--- config.mk ---
export PLATFORM = sky130hd
export DESIGN_NAME = spi_reg_slave_flat
export DESIGN_NICKNAME = d
export VERILOG_FILES = /design/src/rtl/spi_reg_pkg.sv /design/src/rtl/spi_reg_slave_if.sv /design/src/rtl/spi_sync_edge.sv /design/src/rtl/spi_reg_slave.sv /design/src/flat_wrapper.sv
export SDC_FILE = /design/constraint.sdc
export NUM_CORES = 1
export LEC_CHECK = 0
export ABC_AREA = 1
export CORE_ASPECT_RATIO = 1.5
export CORE_MARGIN = 2
export CORE_UTILIZATION = 30
export CTS_CLUSTER_SIZE = 40
export DETAILED_ROUTE_END_ITERATION = 8
export PLACE_DENSITY = 0.53
export SETUP_SLACK_MARGIN = 0.2
export SYNTH_ARGS = -nofsm -noshare
export SYNTH_HDL_FRONTEND = slang
export SYNTH_SLANG_ARGS = --single-unit
export TNS_END_PERCENT = 50
--- constraint.sdc ---
create_clock -name sys_clk -period 3 [get_ports sys_clk]
set_input_delay 0.6 -clock sys_clk [delete_from_list [all_inputs] [get_ports sys_clk]]
set_output_delay 0.6 -clock sys_clk [all_outputs]
set_load 0.005 [all_outputs]
--- src/rtl/spi_reg_pkg.sv ---
// rtl/spi_reg_pkg.sv - shared types and constants for the SPI register-access responder
package spi_reg_pkg;

  localparam int SPI_ADDR_W       = 8;
  localparam int SPI_DATA_W       = 16;
  localparam int SPI_DUMMY_CYCLES = 8;
  localparam int SPI_SYNC_STAGES  = 2;

  localparam int READ_FLAG_BIT = SPI_ADDR_W - 1;

  // Writing this register address clears the sticky frame error.
  localparam logic [6:0] ERR_CLR_ADDR = 7'h7F;

  typedef enum logic [2:0] {
    ST_IDLE,
    ST_ADDR,
    ST_DUMMY,
    ST_DATA,
    ST_DONE
  } state_t;

  function automatic int max3(input int a, input int b, input int c);
    int m;
    m = (a > b) ? a : b;
    return (m > c) ? m : c;
  endfunction

endpackage

--- src/rtl/spi_reg_slave_if.sv ---
// rtl/spi_reg_slave_if.sv - SPI pad and register-bus signal bundle
interface spi_reg_slave_if #(
  parameter int ADDR_W = spi_reg_pkg::SPI_ADDR_W,
  parameter int DATA_W = spi_reg_pkg::SPI_DATA_W
);

  logic              spi_clk;
  logic              spi_cs_n;
  logic              spi_mosi;
  logic              spi_miso;
  logic [ADDR_W-2:0] bus_addr;
  logic [DATA_W-1:0] bus_wdata;
  logic              bus_we;
  logic              bus_re;
  logic [DATA_W-1:0] bus_rdata;
  logic              bus_rvalid;
  logic              frame_err;

  modport slave (
    input  spi_clk, spi_cs_n, spi_mosi, bus_rdata, bus_rvalid,
    output spi_miso, bus_addr, bus_wdata, bus_we, bus_re, frame_err
  );

  modport master (
    output spi_clk, spi_cs_n, spi_mosi, bus_rdata, bus_rvalid,
    input  spi_miso, bus_addr, bus_wdata, bus_we, bus_re, frame_err
  );

endinterface

--- src/rtl/spi_sync_edge.sv ---
// rtl/spi_sync_edge.sv - multi-flop synchronizer with single-cycle rise/fall pulses
module spi_sync_edge #(
  parameter int STAGES = 2
) (
  input  logic clk,
  input  logic rst_n,
  input  logic d_i,
  output logic rise_o,
  output logic fall_o
);

  logic [STAGES-1:0] sync_q;
  logic              prev_q;

  always_ff @(posedge clk or negedge rst_n) begin
    if (!rst_n) begin
      sync_q <= '0;
      prev_q <= 1'b0;
    end else begin
      sync_q <= {sync_q[STAGES-2:0], d_i};
      prev_q <= sync_q[STAGES-1];
    end
  end

  assign rise_o = sync_q[STAGES-1] & ~prev_q;
  assign fall_o = ~sync_q[STAGES-1] & prev_q;

endmodule

--- src/rtl/spi_reg_slave.sv ---
// rtl/spi_reg_slave.sv - SPI register-access responder bridging SCK frames onto the register bus
// Optional address echo on spi_miso during the address phase: define SPI_REG_ADDR_ECHO_EN.
module spi_reg_slave
  import spi_reg_pkg::*;
#(
  parameter int ADDR_W       = SPI_ADDR_W,
  parameter int DATA_W       = SPI_DATA_W,
  parameter int DUMMY_CYCLES = SPI_DUMMY_CYCLES,
  parameter int SYNC_STAGES  = SPI_SYNC_STAGES
) (
  input logic            sys_clk,
  input logic            sys_rst_n,
  spi_reg_slave_if.slave bus
);

  localparam int CNT_W = $clog2(max3(ADDR_W, DUMMY_CYCLES, DATA_W) + 1);

  logic                   sck_rise;
  logic                   sck_fall_unused;
  logic [SYNC_STAGES-1:0] cs_sync_q;
  logic [SYNC_STAGES-1:0] mosi_sync_q;
  logic                   cs_n_s;
  logic                   mosi_s;

  state_t            state_q;
  logic [CNT_W-1:0]  cnt_q;
  logic [ADDR_W-1:0] addr_sr_q;
  logic [DATA_W-1:0] rx_sr_q;
  logic [DATA_W-1:0] tx_sr_q;
  logic              is_read_q;
  logic              rvalid_seen_q;
  logic              we_pend_q;
  logic              miso_q;
  logic [ADDR_W-2:0] bus_addr_q;
  logic [DATA_W-1:0] bus_wdata_q;
  logic              bus_we_q;
  logic              bus_re_q;
  logic              frame_err_q;
`ifdef SPI_REG_ADDR_ECHO_EN
  logic [ADDR_W-1:0] last_addr_q;
  logic [ADDR_W-1:0] echo_sr_q;
`endif

  logic [ADDR_W-1:0] addr_shift_d;
  logic [DATA_W-1:0] rx_shift_d;

  spi_sync_edge #(.STAGES(SYNC_STAGES)) u_sck_sync (
    .clk    (sys_clk),
    .rst_n  (sys_rst_n),
    .d_i    (bus.spi_clk),
    .rise_o (sck_rise),
    .fall_o (sck_fall_unused)
  );

  // cs_n resets high so a held-low pad cannot start a frame mid-reset.
  always_ff @(posedge sys_clk or negedge sys_rst_n) begin
    if (!sys_rst_n) begin
      cs_sync_q   <= '1;
      mosi_sync_q <= '0;
    end else begin
      cs_sync_q   <= {cs_sync_q[SYNC_STAGES-2:0], bus.spi_cs_n};
      mosi_sync_q <= {mosi_sync_q[SYNC_STAGES-2:0], bus.spi_mosi};
    end
  end

  assign cs_n_s       = cs_sync_q[SYNC_STAGES-1];
  assign mosi_s       = mosi_sync_q[SYNC_STAGES-1];
  assign addr_shift_d = {addr_sr_q[ADDR_W-2:0], mosi_s};
  assign rx_shift_d   = {rx_sr_q[DATA_W-2:0], mosi_s};

  always_ff @(posedge sys_clk or negedge sys_rst_n) begin
    if (!sys_rst_n) begin
      state_q       <= ST_IDLE;
      cnt_q         <= '0;
      addr_sr_q     <= '0;
      rx_sr_q       <= '0;
      tx_sr_q       <= '0;
      is_read_q     <= 1'b0;
      rvalid_seen_q <= 1'b0;
      we_pend_q     <= 1'b0;
      miso_q        <= 1'b0;
      bus_addr_q    <= '0;
      bus_wdata_q   <= '0;
      bus_we_q      <= 1'b0;
      bus_re_q      <= 1'b0;
      frame_err_q   <= 1'b0;
`ifdef SPI_REG_ADDR_ECHO_EN
      last_addr_q   <= '0;
      echo_sr_q     <= '0;
`endif
    end else begin
      bus_re_q  <= 1'b0;
      bus_we_q  <= we_pend_q;
      we_pend_q <= 1'b0;
      if (we_pend_q && (bus_addr_q == (ADDR_W-1)'(ERR_CLR_ADDR))) begin
        frame_err_q <= 1'b0;
      end

      if (cs_n_s) begin
        // Deselect mid-frame aborts it; an issued bus_re is not recalled.
        if (state_q inside {ST_ADDR, ST_DUMMY, ST_DATA}) begin
          frame_err_q <= 1'b1;
        end
        state_q <= ST_IDLE;
        miso_q  <= 1'b0;
      end else begin
        case (state_q)
          ST_IDLE: begin
            state_q       <= ST_ADDR;
            cnt_q         <= '0;
            tx_sr_q       <= '0;
            is_read_q     <= 1'b0;
            rvalid_seen_q <= 1'b0;
`ifdef SPI_REG_ADDR_ECHO_EN
            echo_sr_q     <= last_addr_q;
`endif
          end

          ST_ADDR: begin
            if (sck_rise) begin
              addr_sr_q <= addr_shift_d;
              cnt_q     <= cnt_q + 1'b1;
`ifdef SPI_REG_ADDR_ECHO_EN
              miso_q    <= echo_sr_q[ADDR_W-1];
              echo_sr_q <= {echo_sr_q[ADDR_W-2:0], 1'b0};
`else
              miso_q    <= 1'b0;
`endif
              if (cnt_q == CNT_W'(ADDR_W - 1)) begin
                bus_addr_q <= addr_shift_d[ADDR_W-2:0];
                is_read_q  <= addr_shift_d[ADDR_W-1];
                bus_re_q   <= addr_shift_d[ADDR_W-1];
                cnt_q      <= '0;
                state_q    <= ST_DUMMY;
              end
            end
          end

          ST_DUMMY: begin
            if (bus.bus_rvalid && is_read_q && !rvalid_seen_q) begin
              tx_sr_q       <= bus.bus_rdata;
              rvalid_seen_q <= 1'b1;
            end
            if (sck_rise) begin
              miso_q <= 1'b0;
              cnt_q  <= cnt_q + 1'b1;
              if (cnt_q == CNT_W'(DUMMY_CYCLES - 1)) begin
                cnt_q   <= '0;
                state_q <= ST_DATA;
                // Read latency budget exhausted: answer zeros and flag it.
                if (is_read_q && !rvalid_seen_q && !bus.bus_rvalid) begin
                  tx_sr_q     <= '0;
                  frame_err_q <= 1'b1;
                end
              end
            end
          end

          ST_DATA: begin
            if (sck_rise) begin
              rx_sr_q <= rx_shift_d;
              miso_q  <= tx_sr_q[DATA_W-1];
              tx_sr_q <= {tx_sr_q[DATA_W-2:0], 1'b0};
              cnt_q   <= cnt_q + 1'b1;
              if (cnt_q == CNT_W'(DATA_W - 1)) begin
                cnt_q   <= '0;
                state_q <= ST_DONE;
`ifdef SPI_REG_ADDR_ECHO_EN
                last_addr_q <= addr_sr_q;
`endif
                if (!is_read_q) begin
                  bus_wdata_q <= rx_shift_d;
                  we_pend_q   <= 1'b1;
                end
              end
            end
          end

          ST_DONE: begin
            state_q <= ST_DONE;
          end

          default: begin
            state_q <= ST_IDLE;
          end
        endcase
      end
    end
  end

  assign bus.spi_miso  = miso_q;
  assign bus.bus_addr  = bus_addr_q;
  assign bus.bus_wdata = bus_wdata_q;
  assign bus.bus_we    = bus_we_q;
  assign bus.bus_re    = bus_re_q;
  assign bus.frame_err = frame_err_q;

endmodule
--- src/flat_wrapper.sv ---
// flat-port wrapper written by rule: the top's interface ports become plain ports
module spi_reg_slave_flat import spi_reg_pkg::*;
#(
  parameter int ADDR_W       = SPI_ADDR_W,
  parameter int DATA_W       = SPI_DATA_W,
  parameter int DUMMY_CYCLES = SPI_DUMMY_CYCLES,
  parameter int SYNC_STAGES  = SPI_SYNC_STAGES
)
  (sys_clk, sys_rst_n, bus_spi_clk, bus_spi_cs_n, bus_spi_mosi, bus_bus_rdata, bus_bus_rvalid, bus_spi_miso, bus_bus_addr, bus_bus_wdata, bus_bus_we, bus_bus_re, bus_frame_err);
  spi_reg_slave_if #(.ADDR_W(ADDR_W), .DATA_W(DATA_W)) bus_i ();
  input logic sys_clk;
  input logic sys_rst_n;
  input wire logic [$bits(bus_i.spi_clk)-1:0] bus_spi_clk;
  input wire logic [$bits(bus_i.spi_cs_n)-1:0] bus_spi_cs_n;
  input wire logic [$bits(bus_i.spi_mosi)-1:0] bus_spi_mosi;
  input wire logic [$bits(bus_i.bus_rdata)-1:0] bus_bus_rdata;
  input wire logic [$bits(bus_i.bus_rvalid)-1:0] bus_bus_rvalid;
  output wire logic [$bits(bus_i.spi_miso)-1:0] bus_spi_miso;
  output wire logic [$bits(bus_i.bus_addr)-1:0] bus_bus_addr;
  output wire logic [$bits(bus_i.bus_wdata)-1:0] bus_bus_wdata;
  output wire logic [$bits(bus_i.bus_we)-1:0] bus_bus_we;
  output wire logic [$bits(bus_i.bus_re)-1:0] bus_bus_re;
  output wire logic [$bits(bus_i.frame_err)-1:0] bus_frame_err;
  assign bus_i.spi_clk = bus_spi_clk;
  assign bus_i.spi_cs_n = bus_spi_cs_n;
  assign bus_i.spi_mosi = bus_spi_mosi;
  assign bus_i.bus_rdata = bus_bus_rdata;
  assign bus_i.bus_rvalid = bus_bus_rvalid;
  assign bus_spi_miso = bus_i.spi_miso;
  assign bus_bus_addr = bus_i.bus_addr;
  assign bus_bus_wdata = bus_i.bus_wdata;
  assign bus_bus_we = bus_i.bus_we;
  assign bus_bus_re = bus_i.bus_re;
  assign bus_frame_err = bus_i.frame_err;
  spi_reg_slave #(.ADDR_W(ADDR_W), .DATA_W(DATA_W), .DUMMY_CYCLES(DUMMY_CYCLES), .SYNC_STAGES(SYNC_STAGES)) u_core (.sys_clk(sys_clk), .sys_rst_n(sys_rst_n), .bus(bus_i));
endmodule
* Word-level counts from Yosys, hierarchy flattened
Cells that the tools add are included.
** Word-level totals
- Bits in registers :: 83
- Input bits :: 22
- Output and inout port bits :: 27
** Cells by class
- Add/sub/neg operators :: 1
- Muxes and demuxes :: 44
- Equality and inequality tests :: 19
- Bitwise gates (word level) :: 4
- Reduce and logical (&&, ||, !) cells :: 25
** Operators by type and width (number)
- $mux 16 :: 5
- $pmux 16 s3 :: 1
- $mux 1 :: 22
- $mux 3 :: 7
- $mux 5 :: 4
- $pmux 3 s5 :: 1
- $pmux 5 s3 :: 1
- $reduce_and 3->1 :: 5
- $ne 3x1->1 const B :: 4
- $reduce_and 4->1 :: 3
- $reduce_bool 3->1 :: 4
- $ne 3x2->1 const B :: 3
- $eq 7x7->1 const B :: 1
- $eq 3x2->1 const B :: 2
- $ne 2x1->1 const B :: 3
- $pmux 1 s2 :: 3
- $reduce_and 6->1 :: 1
- $add 5x1->5 const B :: 1
- $eq 5x3->1 const B :: 1
- $eq 5x4->1 const B :: 1
- $logic_and 1x1->1 :: 5
- $reduce_and 5->1 :: 1
- $ne 2x2->1 const B :: 2
- $reduce_bool 2->1 :: 2
- 7 further kinds :: 10

* Depth between registers and ports, before layout
Gate-level depths: netlist of run 1.
- Depth in word-level cells :: 8
- Gate-level depth with buffers :: 10
- Gate-level depth less buffers :: 9

* Hierarchy
A second synthesis of run 1 with hierarchy kept.
** Second synthesis, totals
- Cell total of the unflattened synthesis :: 491
- Area total of the unflattened synthesis :: 3926.3 sq um
** Modules (own cells, without submodules)
- spi_reg_slave :: instances 1, area an instance 3836.2 sq um, cells an instance 484
- spi_sync_edge :: instances 1, area an instance 90.1 sq um, cells an instance 7

* Worst setup path after synthesis of run 1
OpenSTA, ideal clock, no wires.
- Kind :: register -> register
- Start point :: reg u_core.cnt_q[0]
- End point :: reg u_core.state_q[0]
- Required time :: 2883 ps
- Period minus slack after synthesis :: 1506 ps
- Path slack :: 1494 ps
- Cell stages (with the launch flop) :: 10
- Library setup time :: 117 ps
- Arrival time :: 1389 ps
- Buffers on the path :: 0
- Cells stage by stage :: dfrtp_1 > ha_1 > nand2_1 > nor2_1 > ha_1 > inv_1 > nand2_1 > nand3_1 > nand3_1 > nand2_1
** On the way
- Cells in the longest elaborated chain, start to end :: 3
- Elaborated cells between the ends (all ways) :: 6
- Those cells by class :: 5 x eq/ne; 1 x reduce/logical
** RTL lines
- start, declared :: line spi_reg_slave.sv:26 : logic [CNT_W-1:0] cnt_q;
- start signal, assigned :: line spi_reg_slave.sv:122 : cnt_q <= cnt_q + 1'b1;
- start signal, assigned :: line spi_reg_slave.sv:146 : cnt_q <= cnt_q + 1'b1;
- start signal, assigned :: line spi_reg_slave.sv:164 : cnt_q <= cnt_q + 1'b1;
- $eq 5x3->1 or $eq 5x4->1 (tied branches) :: line spi_reg_slave.sv:129, spi_reg_slave.sv:147, spi_reg_slave.sv:165
- $ne 3x2->1 (no source line)
- $reduce_and 6->1 (no source line) (*)
- end signal, assigned :: line spi_reg_slave.sv:134 : state_q <= ST_DUMMY;
- end signal, assigned :: line spi_reg_slave.sv:149 : state_q <= ST_DATA;
- end signal, assigned :: line spi_reg_slave.sv:167 : state_q <= ST_DONE;
- end, declared :: line spi_reg_slave.sv:25 : state_t state_q;
Mark *: on every way between the ends. The rest lies on a longest branch, timed or not.
A chain may end at the register's enable or synchronous reset.

* Worst setup path after layout of run 1
- Start point :: reg u_core.cnt_q[0]
- End point :: reg u_core.bus_wdata_q[15] (netlist: u_core.bus.bus_wdata[15])
** On the way
- Cells in the longest elaborated chain, start to end :: 2
** RTL lines
- $eq 5x4->1 :: line spi_reg_slave.sv:165 : if (cnt_q == CNT_W'(DATA_W - 1)) begin
- $reduce_and 5->1 (no source line)
- end signal, assigned :: line spi_reg_slave.sv:172 : bus_wdata_q <= rx_shift_d;
- end, declared :: line spi_reg_slave.sv:35 : logic [DATA_W-1:0] bus_wdata_q;
No other way between the ends.

==> out/metrics.yaml, run 1 <==
routing:
  drtIter0Drc: 126
  post_drt_via_cell_ratio: 4.546
  drt-total-wl_um: 8470
  wl_per_cell_um: 12.28
  drc_errors: 0
  detail-route-antenna-nets: 0
  dr.pass1.iters: 4
  vias: 3137
sta:
  tns_ns: 0
  finalClockSkew_ns: 0.004466
  hold_viol: 0
  fmax_ghz: 0.5145
  hold_slack_ns: 0.2821
  finalWorstSetupSlack_ns: 1.056
  slew_headroom_pct: 58.00
  slew_violations: 0
  period_minus_slack_ns: 1.944
  rsz0062_at_grt: "false"
  fin_crit_sh_pct: 64.79
  tightest_slew_ns: 0.6300
  setup_viol: 0
setup_path:
  r2r_end: "u_core.bus.bus_wdata[15]$_DFFE_PN0P_"
  path_max_fanout: 31
  reg2regPathDepth: 8
  path_buf_inv: 1
  worst-path-stages: 8
  crit_type: "register to register"
  path_cells: "ha_1 > nand2_1 > nor2_1 > ha_1 > nand3_4 > inv_1 > nand2_1 > nand2_1"
  rr_startpoint: "u_core.cnt_q[0]$_DFFE_PN0P_"
  ff2ff_setup_slack_ns: 1.06
  cp.required_ns: 3.28
  crit_top_cell: "nand2_1"
  crit_path_start: "u_core.cnt_q[0]$_DFFE_PN0P_"
  critPathCaptureType: "register"
  cp_top_family: "simple AND/OR/NAND/NOR gates"
  slowest_delay_ns: 0.41
  crit_end: "u_core.bus.bus_wdata[15]$_DFFE_PN0P_"
  arrival_ns: 2.22
  cp-start-kind: "register"
  cp_slowest_cell: "nand3_4"
floorplan:
  core_area_sq_um: 12950
  start_util_pct: 30.73
  top_level_ports: 49
  rows: 51
  die_h_um: 145.1
  die-area_sq_um: 14220
  fp.dieW_um: 98.05
synth:
  synthTopCellsByArea: "dfrtp_1 51%, nand2_1 19%, o21ai_2 4.4%"
  synth_cells: 480
  avgSynthCellArea_sq_um: 8.292
  synth_cell_types: 25
  ys_ff_latch: 83
  syn_area_sq_um: 3980
  yosysSeqAreaShare_pct: 52.25
  synthMuxAreaShare_pct: 0
  synthAdderAreaFrac_pct: 0.9431
  synth_top_family_by_area: "simple AND/OR/NAND/NOR gates"
  synth_top_cell_area_share_pct: 50.93
  ys_warn_count: 0
  synth_area_leader_cell: "dfrtp_1"
  synth_xor_area_share_pct: 0
  synth_fp_nets: 505
  synth_compound_area_share_pct: 8.708
  synthSimpleGateAreaFrac_pct: 30.81
global_route:
  grt_antenna_before_repair: 0
  grtUsageTotal_pct: 12.55
  first_global_vias: 3119
  use_met1_pct: 15.34
  grt_pass1_wl_um: 14560
  grt_max_degree: 49
  met3_usage_pct: 2.168
  gr-total-overflow: 0
  use_met2_pct: 21.13
  top_usage_layer: "met2"
finish:
  diodes: 0
  stdcell_area_sq_um: 4888
  n_fill_cell: 1347
  area_delta_synth_final_pct: 22.82
  drive_above_1_share_pct: 14.31
  final_cell_mix: "201 x nand2_1, 81 x dfrtp_1, 47 x clkdlybuf4s50_1"
  fin_cells: 690
  fin_util_pct: 37.74
  layout_commonest_cell: "nand2_1"
  num-nets-final: 551
clock_network:
  cts_buffer_depth: 2
  htree_levels: 3
  numCtsBuffers: 9
  root_buffer: "clkbuf_16"
  worst_skew_pair.late_latency_ns: 0.34
  cts_hold_buffers: 0
  cts_resized: 0
  clk_transition_reported_paths_ns: 0.06
  cts_tree: "done"
  post_cts_buffers: 0
  cts_sinks: 83
placement:
  post-place-ws_ns: 0.9286
  port_buffers: 48
  place_congestion: 0.7957
  place_area_sq_um: 4571
  hpwl_um: 5858
  place_inst: 674
power_and_ir_drop:
  power_density_nw_per_um2: 604.6
  p_leak_nw: 2.345
  ir_worst_vdd_mv: 0.2519
  fin_total_pwr_mw: 2.956
flow_run:
  drv_cap: 0
worst_hold_path:
  hold_class: "input port to asynchronous set/reset pin"
run_status:
  status: "complete, no violations"
-- worst min-delay path by stage --
stage	from	endpoint	depth (start not counted)
2_1_floorplan	sys_rst_n	u_core.addr_sr_q[0]$_DFFE_PN0P_	0
3_3_place_gp	u_core.mosi_sync_q[0]$_DFF_PN0_	u_core.mosi_sync_q[1]$_DFF_PN0_	0
3_5_place_dp	u_core.u_sck_sync.sync_q[0]$_DFF_PN0_	u_core.u_sck_sync.sync_q[1]$_DFF_PN0_	0
4_1_cts	sys_rst_n	u_core.bus.bus_wdata[3]$_DFFE_PN0P_	1
5_1_grt	sys_rst_n	u_core.bus.bus_addr[2]$_DFFE_PN0P_	1
6_report	sys_rst_n	u_core.bus.bus_wdata[3]$_DFFE_PN0P_	1
-- cells in the mapped netlist, drive strengths merged --
master	number
nand3	34
nor3	3
a21oi	5
nand4	5
o22ai	1
dfrtp	81
nor2	18
dfstp	2
ha	3
buf	15
o21ai	48
clkbuf	1
inv	45
nand2	219
-- area by class of cell --
class,instances,area (sq um),share of cell area [%]
clock inverter,7,92.59,1.894
tap,159,198.9,4.070
sequential,83,2079,42.54
timing repair buffer,51,513.0,10.49
inverter,45,168.9,3.455
clock buffer,9,225.2,4.607
multi-input combinational,336,1610,32.94
-- cells by family (layout without fill, tap and decap cells) --
kind of cell | after synthesis | in the layout
flops | 83 | 83
buf+inv | 61 | 112
simple gates | 279 | 279
fa+ha+maj | 3 | 3
compound gates | 54 | 54
-- layer usage --
layer	up-vias	wire (um)	share of wire (%)
li1	1593	-	-
met1	1460	3826	45
met4	0	200	2.4
met5	-	0	0
met3	13	304	3.6
met2	71	4138	49
-- state kept, by name, indices dropped and copies added, names as in the netlist --
signal	cells
u_core.cnt_q	5
u_core.we_pend_q	1
u_core.u_sck_sync.prev_q	1
u_core.rvalid_seen_q	1
u_core.bus.bus_we	1
u_core.rx_sr_q	15
u_core.bus.bus_addr	7
u_core.u_sck_sync.sync_q	2
u_core.bus.bus_re	1
u_core.bus.spi_miso	1
u_core.bus.frame_err	1
u_core.tx_sr_q	16
u_core.is_read_q	1
u_core.bus.bus_wdata	16
u_core.mosi_sync_q	2
u_core.cs_sync_q	2
u_core.state_q	3
u_core.addr_sr_q	7
-- report_power, final --
group / leakage [nW] / total, mW / internal (mW) / switching (mW)
registers: 1.13 / 1.26 / 1.19 / 0.0665
clock network: 0.147 / 1.18 / 0.725 / 0.450
logic: 1.07 / 0.519 / 0.140 / 0.379
No activity file was read; power rests on OpenSTA's default activity.
==> run 2, diff against run 1 <==
- PLACE_DENSITY: 0.53 -> 0.55
- clock period: 3 -> 1.7 ns (I/O delays scaled with it)
==> out/metrics.yaml, run 2 (same netlist as run 1, synthesis figures left out) <==
routing:
  detail-route-antenna-nets: 0  # unchanged
  drt-total-wl_um: 9443  # +11%
  drtIter0Drc: 106  # -16%
  post_drt_via_cell_ratio: 4.652  # +2.3%
  vias: 3396  # +8.3%
  wl_per_cell_um: 12.94  # +5.4%
  dr.pass1.iters: 4  # unchanged
  drc_errors: 0  # unchanged
finish:
  drive_above_1_share_pct: 25.74  # +11 points
  area_delta_synth_final_pct: 38.04
  layout_commonest_cell: "nand2_1"
  num-nets-final: 591  # +7.3%
  final_cell_mix: "190 x nand2_1, 80 x dfrtp_1, 36 x inv_1"
  stdcell_area_sq_um: 5494  # +12%
  diodes: 0  # unchanged
worst_hold_path:
  hold_class: "register to register"
  holdPathStages: 0
  hold_end: "u_core.mosi_sync_q[1]$_DFF_PN0_"
  min-delay-start: "u_core.mosi_sync_q[0]$_DFF_PN0_"
floorplan:
  core_area_sq_um: 12950  # unchanged
  fp.dieW_um: 98.05  # unchanged
  die_h_um: 145.1  # unchanged
  start_util_pct: 30.73  # unchanged
  rows: 51  # unchanged
  die-area_sq_um: 14220  # unchanged
  top_level_ports: 49  # unchanged
setup_path:
  ff2ff_setup_slack_ns: 0.12  # -0.94 ns
  path_buf_inv: 2  # +1
  crit_type: "register to register"
  path_cells: "ha_2 > nand2_2 > nor2_4 > ha_4 > nand3_4 > buf_12 > buf_16 > nand2_4 > o21ai_2"
  r2r_end: "u_core.bus.bus_wdata[6]$_DFFE_PN0P_"
  arrival_ns: 1.82  # -0.40 ns
  reg2regPathDepth: 9  # +1
  path_max_fanout: 8  # -74%
  rr_startpoint: "u_core.cnt_q[1]$_DFFE_PN0P_"
  cp_slowest_cell: "dfrtp_1"
  cp_top_family: "simple AND/OR/NAND/NOR gates"
  slowest_delay_ns: 0.37  # -0.04 ns
  cp-start-kind: "register"
  cp.required_ns: 1.94  # -1.34 ns
  critPathCaptureType: "register"
clock_network:
  clk_transition_reported_paths_ns: 0.07  # about the same
  htree_levels: 3  # unchanged
  root_buffer: "clkbuf_16"
  cts_tree: "done"
  cts_sinks: 83  # unchanged
  worst_skew_pair.late_latency_ns: 0.34  # about the same
  cts_buffer_depth: 2  # unchanged
  numCtsBuffers: 9  # unchanged
power_and_ir_drop:
  p_leak_nw: 2.679  # +14%
  power_density_nw_per_um2: 963.4  # +59%
  ir_worst_vdd_mv: 0.5850  # +130%
global_route:
  grt_max_degree: 35  # -29%
  grt_pass1_wl_um: 15130  # +3.9%
  grtUsageTotal_pct: 13.25  # +0.70 points
  first_global_vias: 3261  # +4.6%
  grt_antenna_before_repair: 0  # unchanged
  gr-total-overflow: 0  # unchanged
placement:
  port_buffers: 48  # unchanged
  place_congestion: 0.8240  # +3.6%
  place_area_sq_um: 4706  # +3.0%
  hpwl_um: 6105  # +4.2%
sta:
  hold_viol: 0  # unchanged
  rsz0062_at_grt: "true"
  finalClockSkew_ns: 0.007602  # +0.003136 ns
  fmax_ghz: 0.6334  # +23%
  period_minus_slack_ns: 1.579  # -0.3648 ns
  fin_crit_sh_pct: 92.87  # +28 points
  slew_headroom_pct: 72.50  # +15 points
  tns_ns: 0  # unchanged
  tightest_slew_ns: 0.4119  # -0.2181 ns
  setup_viol: 0  # unchanged
  slew_violations: 0  # unchanged
run_status:
  status: "complete, no violations"
flow_run:
  drv_cap: 0  # unchanged
-- run 2: power by group --
group	internal (mW)	switching [mW]	leakage, nW	total [mW]
Combinational	0.374	0.770	1.41	1.14
Sequential	2.11	0.112	1.13	2.22
Clock	1.06	0.867	0.147	1.93
-- run 2: how the worst max path moves through the flow --
stage,startpoint,end,slack (ns),depth (start not counted)
floorplan,u_core.cnt_q[0]$_DFFE_PN0P_,u_core.state_q[0]$_DFFE_PN0P_,0.21,9
global placement,bus_bus_rvalid,u_core.tx_sr_q[8]$_DFFE_PN0P_,0.02,10
detailed placement,bus_bus_rvalid,u_core.tx_sr_q[7]$_DFFE_PN0P_,0.008,7
CTS,u_core.cnt_q[1]$_DFFE_PN0P_,u_core.bus.bus_wdata[6]$_DFFE_PN0P_,0.10,8
global route,u_core.cnt_q[1]$_DFFE_PN0P_,u_core.bus.bus_wdata[6]$_DFFE_PN0P_,0.05,9
finish,u_core.cnt_q[1]$_DFFE_PN0P_,u_core.bus.bus_wdata[6]$_DFFE_PN0P_,0.12,9
-- run 2: per-stage QoR --
step | setup slack [ns] | cells | total power [mW] | hold slack, ns | utilization, %
finish | 0.1213 | 730 | 5.293 | 0.3522 | 42.41
global route | 0.05406 | 730 | 5.580 | 0.3606 | 42.41
CTS | 0.1043 | 724 | 5.216 | 0.3548 | 40.73
detailed placement | 0.007669 | 685 | 3.196 | 0.3032 | 36.33
global placement | 0.02364 | 685 | 3.184 | 0.3021 | 36.33
floorplan | 0.2091 | 480 | 2.884 | 0.04441 | -
-- run 2: timing repair --
item / CTS / global route
setup buffers: 18 / 5
endpoints found under the hold margin: 23 / 0
hold buffers: 1 / 0
resized for setup: 29 / 42
endpoints found under the setup margin: 75 / 64
pin swaps: 4 / 9
gates cloned: 4 / 1
-- run 2: area by class of cell --
class	instances	area [sq um]
Timing Repair Buffer	89	925.9
Inverter	45	188.9
Sequential cell	83	2081
Multi-Input combinational cell	338	1803
Fill cell	1300	7460
Clock buffer	10	239.0
Tap cell	159	198.9
Clock inverter	6	57.56
-- run 2: layer usage --
layer  wire length (um)  share of wire [%]  vias up  track usage [%]
li1                   -                  -     1687                -
met1               3972                 42     1616            15.47
met2               4890                 52       77            22.95
met3                405                4.3       16            3.805
met4                174                1.8        0            4.722
met5                  0                  0        -                0
-- run 2: worst register-to-register path, stage by stage (launching register included) --
cell,delay [ns]
dfrtp_1,0.37
ha_2,0.20
nand2_2,0.08
nor2_4,0.13
ha_4,0.16
nand3_4,0.14
buf_12,0.17
buf_16,0.14
nand2_4,0.05
o21ai_2,0.04
==> run 3, diff against run 2 <==
- CTS_CLUSTER_SIZE: 40 -> not set
==> results of run 3 <==
Same layout as run 2: the final DEF is identical, and so are final timing and power.
==> RTL edit 1 (flow settings as in run 2) <==
`SPI_SYNC_STAGES`: 2 -> 4.
--- a/src/rtl/spi_reg_pkg.sv
+++ b/src/rtl/spi_reg_pkg.sv
@@ -6,3 +6,3 @@
   localparam int SPI_DUMMY_CYCLES = 8;
-  localparam int SPI_SYNC_STAGES  = 2;
+  localparam int SPI_SYNC_STAGES  = 4;
 
Behaviour: not the same (a bounded check fails within 10 cycles, from zero or initial values and one cycle with sys_rst_n low).
==> RTL edit 1 against run 2 <==
  * Worst setup slack lost 0.015 ns
  * Total power shrank 0.95%
  * Hold slack lost 0.0044 ns
  * Sequential cell count increased by 6
  * Area after synthesis down 2.1%
  * Largest cell class unchanged
  * Wire length decreased by 2.4%
  * Synthesized cell count down 1.9%
  * Cell area decreased by 3.9%
==> RTL edit 1: results (changes against run 2) <==
run status complete, no violations (unchanged); Synth Net Count 496 (was 505); cell types with the largest area share after synthesis sky130_fd_sc_hd__dfrtp_1, sky130_fd_sc_hd__nand2_1, sky130_fd_sc_hd__o21ai_0 (was sky130_fd_sc_hd__dfrtp_1, sky130_fd_sc_hd__nand2_1, sky130_fd_sc_hd__o21ai_2); synthesized-area fraction occupied by ao, oa, aoi and oai cells 7.39% (was 8.71%); minimum setup slack among reg-to-reg paths 0.11 ns (was 0.12 ns); met1 track demand over resource 16.6% (was 15.5%); critical path peak fanout 2 (was 8); per-cell routed wire length 13.0 um (was 12.9 um); reg-to-reg endpoint u_core.bus.bus_wdata[2] (was u_core.bus.bus_wdata[6]); setup clock skew after layout 0.00654 ns (was 0.00760 ns); Initial DRC Count 171 (was 106); worst hold margin 0.348 ns (was 0.352 ns); Critical Path End bus_bus_wdata[13] (was u_core.bus.bus_wdata[6]); register area share after synthesis 57.3% (was 52.2%); source of the critical timing path u_core.bus.bus_wdata[13] (was u_core.cnt_q[1]); worst supply voltage drop on vdd 0.528 mV (was 0.585 mV); Post-Place Cells 681 (was 685); actual transition at the worst max-transition pin 0.441 ns (was 0.412 ns); layout filler cell count 1,252 (was 1,300); mean number of vias per cell 4.56 (was 4.65); fraction of the mapped netlist area in adder cells 0.964% (was 0.943%); layout buffering overhead excluding clock cells 15.8% (was 16.9%); cell type of the slowest stage on the worst timing path sky130_fd_sc_hd__clkdlybuf4s50_1 (was sky130_fd_sc_hd__dfrtp_1); global-route usage over all layers 13.9% (was 13.3%); area of the multi-input gates 1530 um^2 (was 1800 um^2)
## RTL edit 1: power by group
| group | switching [mW] | total, mW | leakage (nW) | internal (mW) |
|---|---|---|---|---|
| Combinational | 0.583 | 0.915 | 1.25 | 0.332 |
| Clock | 0.857 | 2.02 | 0.144 | 1.16 |
| Sequential | 0.0837 | 2.31 | 1.20 | 2.23 |
## RTL edit 1: timing repair
action                     CTS  global route
hold endpoints to repair    25             0
setup buffers                7             2
setup endpoints to repair   58            79
cloned                       3             0
pin swaps                    5             6
resized for setup           38            39
hold buffers                 1             0
## RTL edit 1: stage by stage
step	util, %	instance area [um^2]	setup WS (ns)	power [mW]
after detailed placement	36.4	4670	0.0323	3.17
after floorplan	-	3900	0.233	2.82
final	41.2	5280	0.106	5.24
after global routing	41.2	5280	0.0454	5.55
after CTS	40.0	5140	0.100	5.24
after global placement	36.4	4670	0.0733	3.15
==> RTL edit 2 (config.mk and constraints of run 2) <==
Made on the original files. Make the reset (`rst_n` and `sys_rst_n`) synchronous in 3 clocked blocks.
--- a/src/rtl/spi_sync_edge.sv
+++ b/src/rtl/spi_sync_edge.sv
@@ -14,3 +14,3 @@
 
-  always_ff @(posedge clk or negedge rst_n) begin
+  always_ff @(posedge clk) begin
     if (!rst_n) begin
--- a/src/rtl/spi_reg_slave.sv
+++ b/src/rtl/spi_reg_slave.sv
@@ -55,3 +55,3 @@
   // cs_n resets high so a held-low pad cannot start a frame mid-reset.
-  always_ff @(posedge sys_clk or negedge sys_rst_n) begin
+  always_ff @(posedge sys_clk) begin
     if (!sys_rst_n) begin
@@ -70,3 +70,3 @@
 
-  always_ff @(posedge sys_clk or negedge sys_rst_n) begin
+  always_ff @(posedge sys_clk) begin
     if (!sys_rst_n) begin
Behaviour: differs if sys_rst_n is asserted again (counterexample within 10 cycles, from zero or initial values and one cycle with sys_rst_n low); with sys_rst_n held inactive, the same outputs for 10 cycles.
==> RTL edit 2 against run 2 <==
  * Area after synthesis down 12%
  * Cell area is 11% lower
  * Clock skew fell by 0.0012 ns
  * Worst setup slack improved by 0.011 ns
  * Die area decreased by 12%
  * Sequential share of layout area fell by 3.5 points
  * Wire length is 4.8% lower
  * Via count is 3.3% lower
  * Sequential cell count stayed put
  * Critical endpoint is now bus_bus_wdata[2]
  * Largest cell class is now multi-input gates
Power is not compared: it rests on default switching activity, and its combinational part moved more than twofold at a synthesized area within 25%.
==> RTL edit 2: results (changes against run 2) <==
run status complete, no violations (unchanged); Synth Net Count 498 (was 505); layout filler cell count 1,191 (was 1,300); global-route usage over all layers 15.2% (was 13.3%); cell types with the largest area share after synthesis sky130_fd_sc_hd__dfxtp_1, sky130_fd_sc_hd__nor2_1, sky130_fd_sc_hd__o21ai_0 (was sky130_fd_sc_hd__dfrtp_1, sky130_fd_sc_hd__nand2_1, sky130_fd_sc_hd__o21ai_2); Primary FF master, synth sky130_fd_sc_hd__dfxtp_1 (was sky130_fd_sc_hd__dfrtp_1); worst supply voltage drop on vdd between 0.6 and 0.7 mV; ys async rst share 0% (was 100%); maximum cell stage delay along the critical path 0.52 ns (was 0.37 ns); count of nets after finishing 568 (was 591); critical path peak fanout 2 (was 8); number of inserted diodes 0 (unchanged); wire length of the first global-routing pass 15.3 mm (was 15.1 mm); number of antenna violations at the first check in global routing 0 (unchanged); register area share after synthesis 47.6% (was 52.2%); Total Wirelength 8.99 mm (was 9.44 mm); RD Place Congestion 0.796 (was 0.824); Initial DRC Count 107 (was 106); maximum number of pins on one net before global-route repair 37 (was 35); Yosys cell types 32 (was 25); routed vias 3,284 (was 3,396); setup clock skew after layout 0.00636 ns (was 0.00760 ns); actual transition at the worst max-transition pin 0.314 ns (was 0.412 ns); arrival time of the worst setup path 1.23 ns (was 1.82 ns); fraction of final layout cells sized beyond drive strength 1 23.2% (was 25.7%); cell type of the slowest stage on the worst timing path sky130_fd_sc_hd__clkdlybuf4s50_1 (was sky130_fd_sc_hd__dfrtp_1); cell family contributing the most delay on the critical path buffers and inverters (was simple AND/OR/NAND/NOR gates)
-- RTL edit 2: metal layers --
metal	global-route usage [%]	vias to the layer above	part of all wire [%]	routed length (um)
met5	0	-	0	0
met3	2.72	24	3.4	306
li1	-	1687	-	-
met2	27.2	66	51	4570
met1	17.0	1507	42	3780
met4	8.46	0	3.7	332
-- RTL edit 2: path summary, 6_finish.rpt --
kind              depth (start not counted)                      end  slack [ns]               startpoint
setup / recovery                          1         bus_bus_wdata[2]        0.13  u_core.bus.bus_wdata[2]
hold reg to reg                           1      u_core.cs_sync_q[1]        0.41      u_core.cs_sync_q[0]
setup reg to reg                         10  u_core.bus.bus_wdata[3]        0.15          u_core.cnt_q[0]
hold / removal                            1      u_core.cs_sync_q[1]        0.41      u_core.cs_sync_q[0]
-- RTL edit 2: area by class of cell --
cell class,instances,share of cell area [%]
Multi-Input combinational cell,338,37.0
Sequential cell,83,34.3
Timing Repair Buffer,72,14.7
Clock buffer,12,5.47
Tap cell,150,3.83
Inverter,37,3.35
Timing Repair inverter,2,0.664
Clock inverter,4,0.613
-- RTL edit 2: logic make-up after synthesis --
group           Yosys count  synth area share, %
fa+ha+maj                 3                 1.07
simple gates            216                 26.8
buf+inv                  55                 7.23
flops                    83                 47.6
compound gates          116                 17.4
-- RTL edit 2: power by group --
| group | internal (mW) | switching, mW | total, mW |
|---|---|---|---|
| clock | 1.12 | 0.773 | 1.90 |
| sequential | 1.97 | 0.0165 | 1.98 |
| combinational | 0.0986 | 0.103 | 0.202 |
| total | 3.19 | 0.892 | 4.08 |
-- RTL edit 2: metrics by stage --
| step | instance area, um^2 | TNS, ns | power (mW) | cells |
|---|---|---|---|---|
| 4_1_cts | 4730 | 0 | 4.14 | 693 |
| 3_3_place_gp | 4220 | -0.179 | 2.22 | 667 |
| 3_5_place_dp | 4220 | -0.861 | 2.22 | 667 |
| 5_1_grt | 4900 | 0 | 4.26 | 698 |
| 2_1_floorplan | 3520 | 0 | 2.12 | 473 |
| 6_report | 4900 | 0 | 4.08 | 698 |
-- RTL edit 2: repair_timing --
| action | CTS | global route |
|---|---|---|
| endpoints found under the hold margin | 0 | 0 |
| buffers inserted | 5 | 5 |
| endpoints found under the setup margin | 47 | 68 |
| gates cloned | 5 | 0 |
| gates resized for setup | 53 | 43 |
| pin swaps | 6 | 7 |
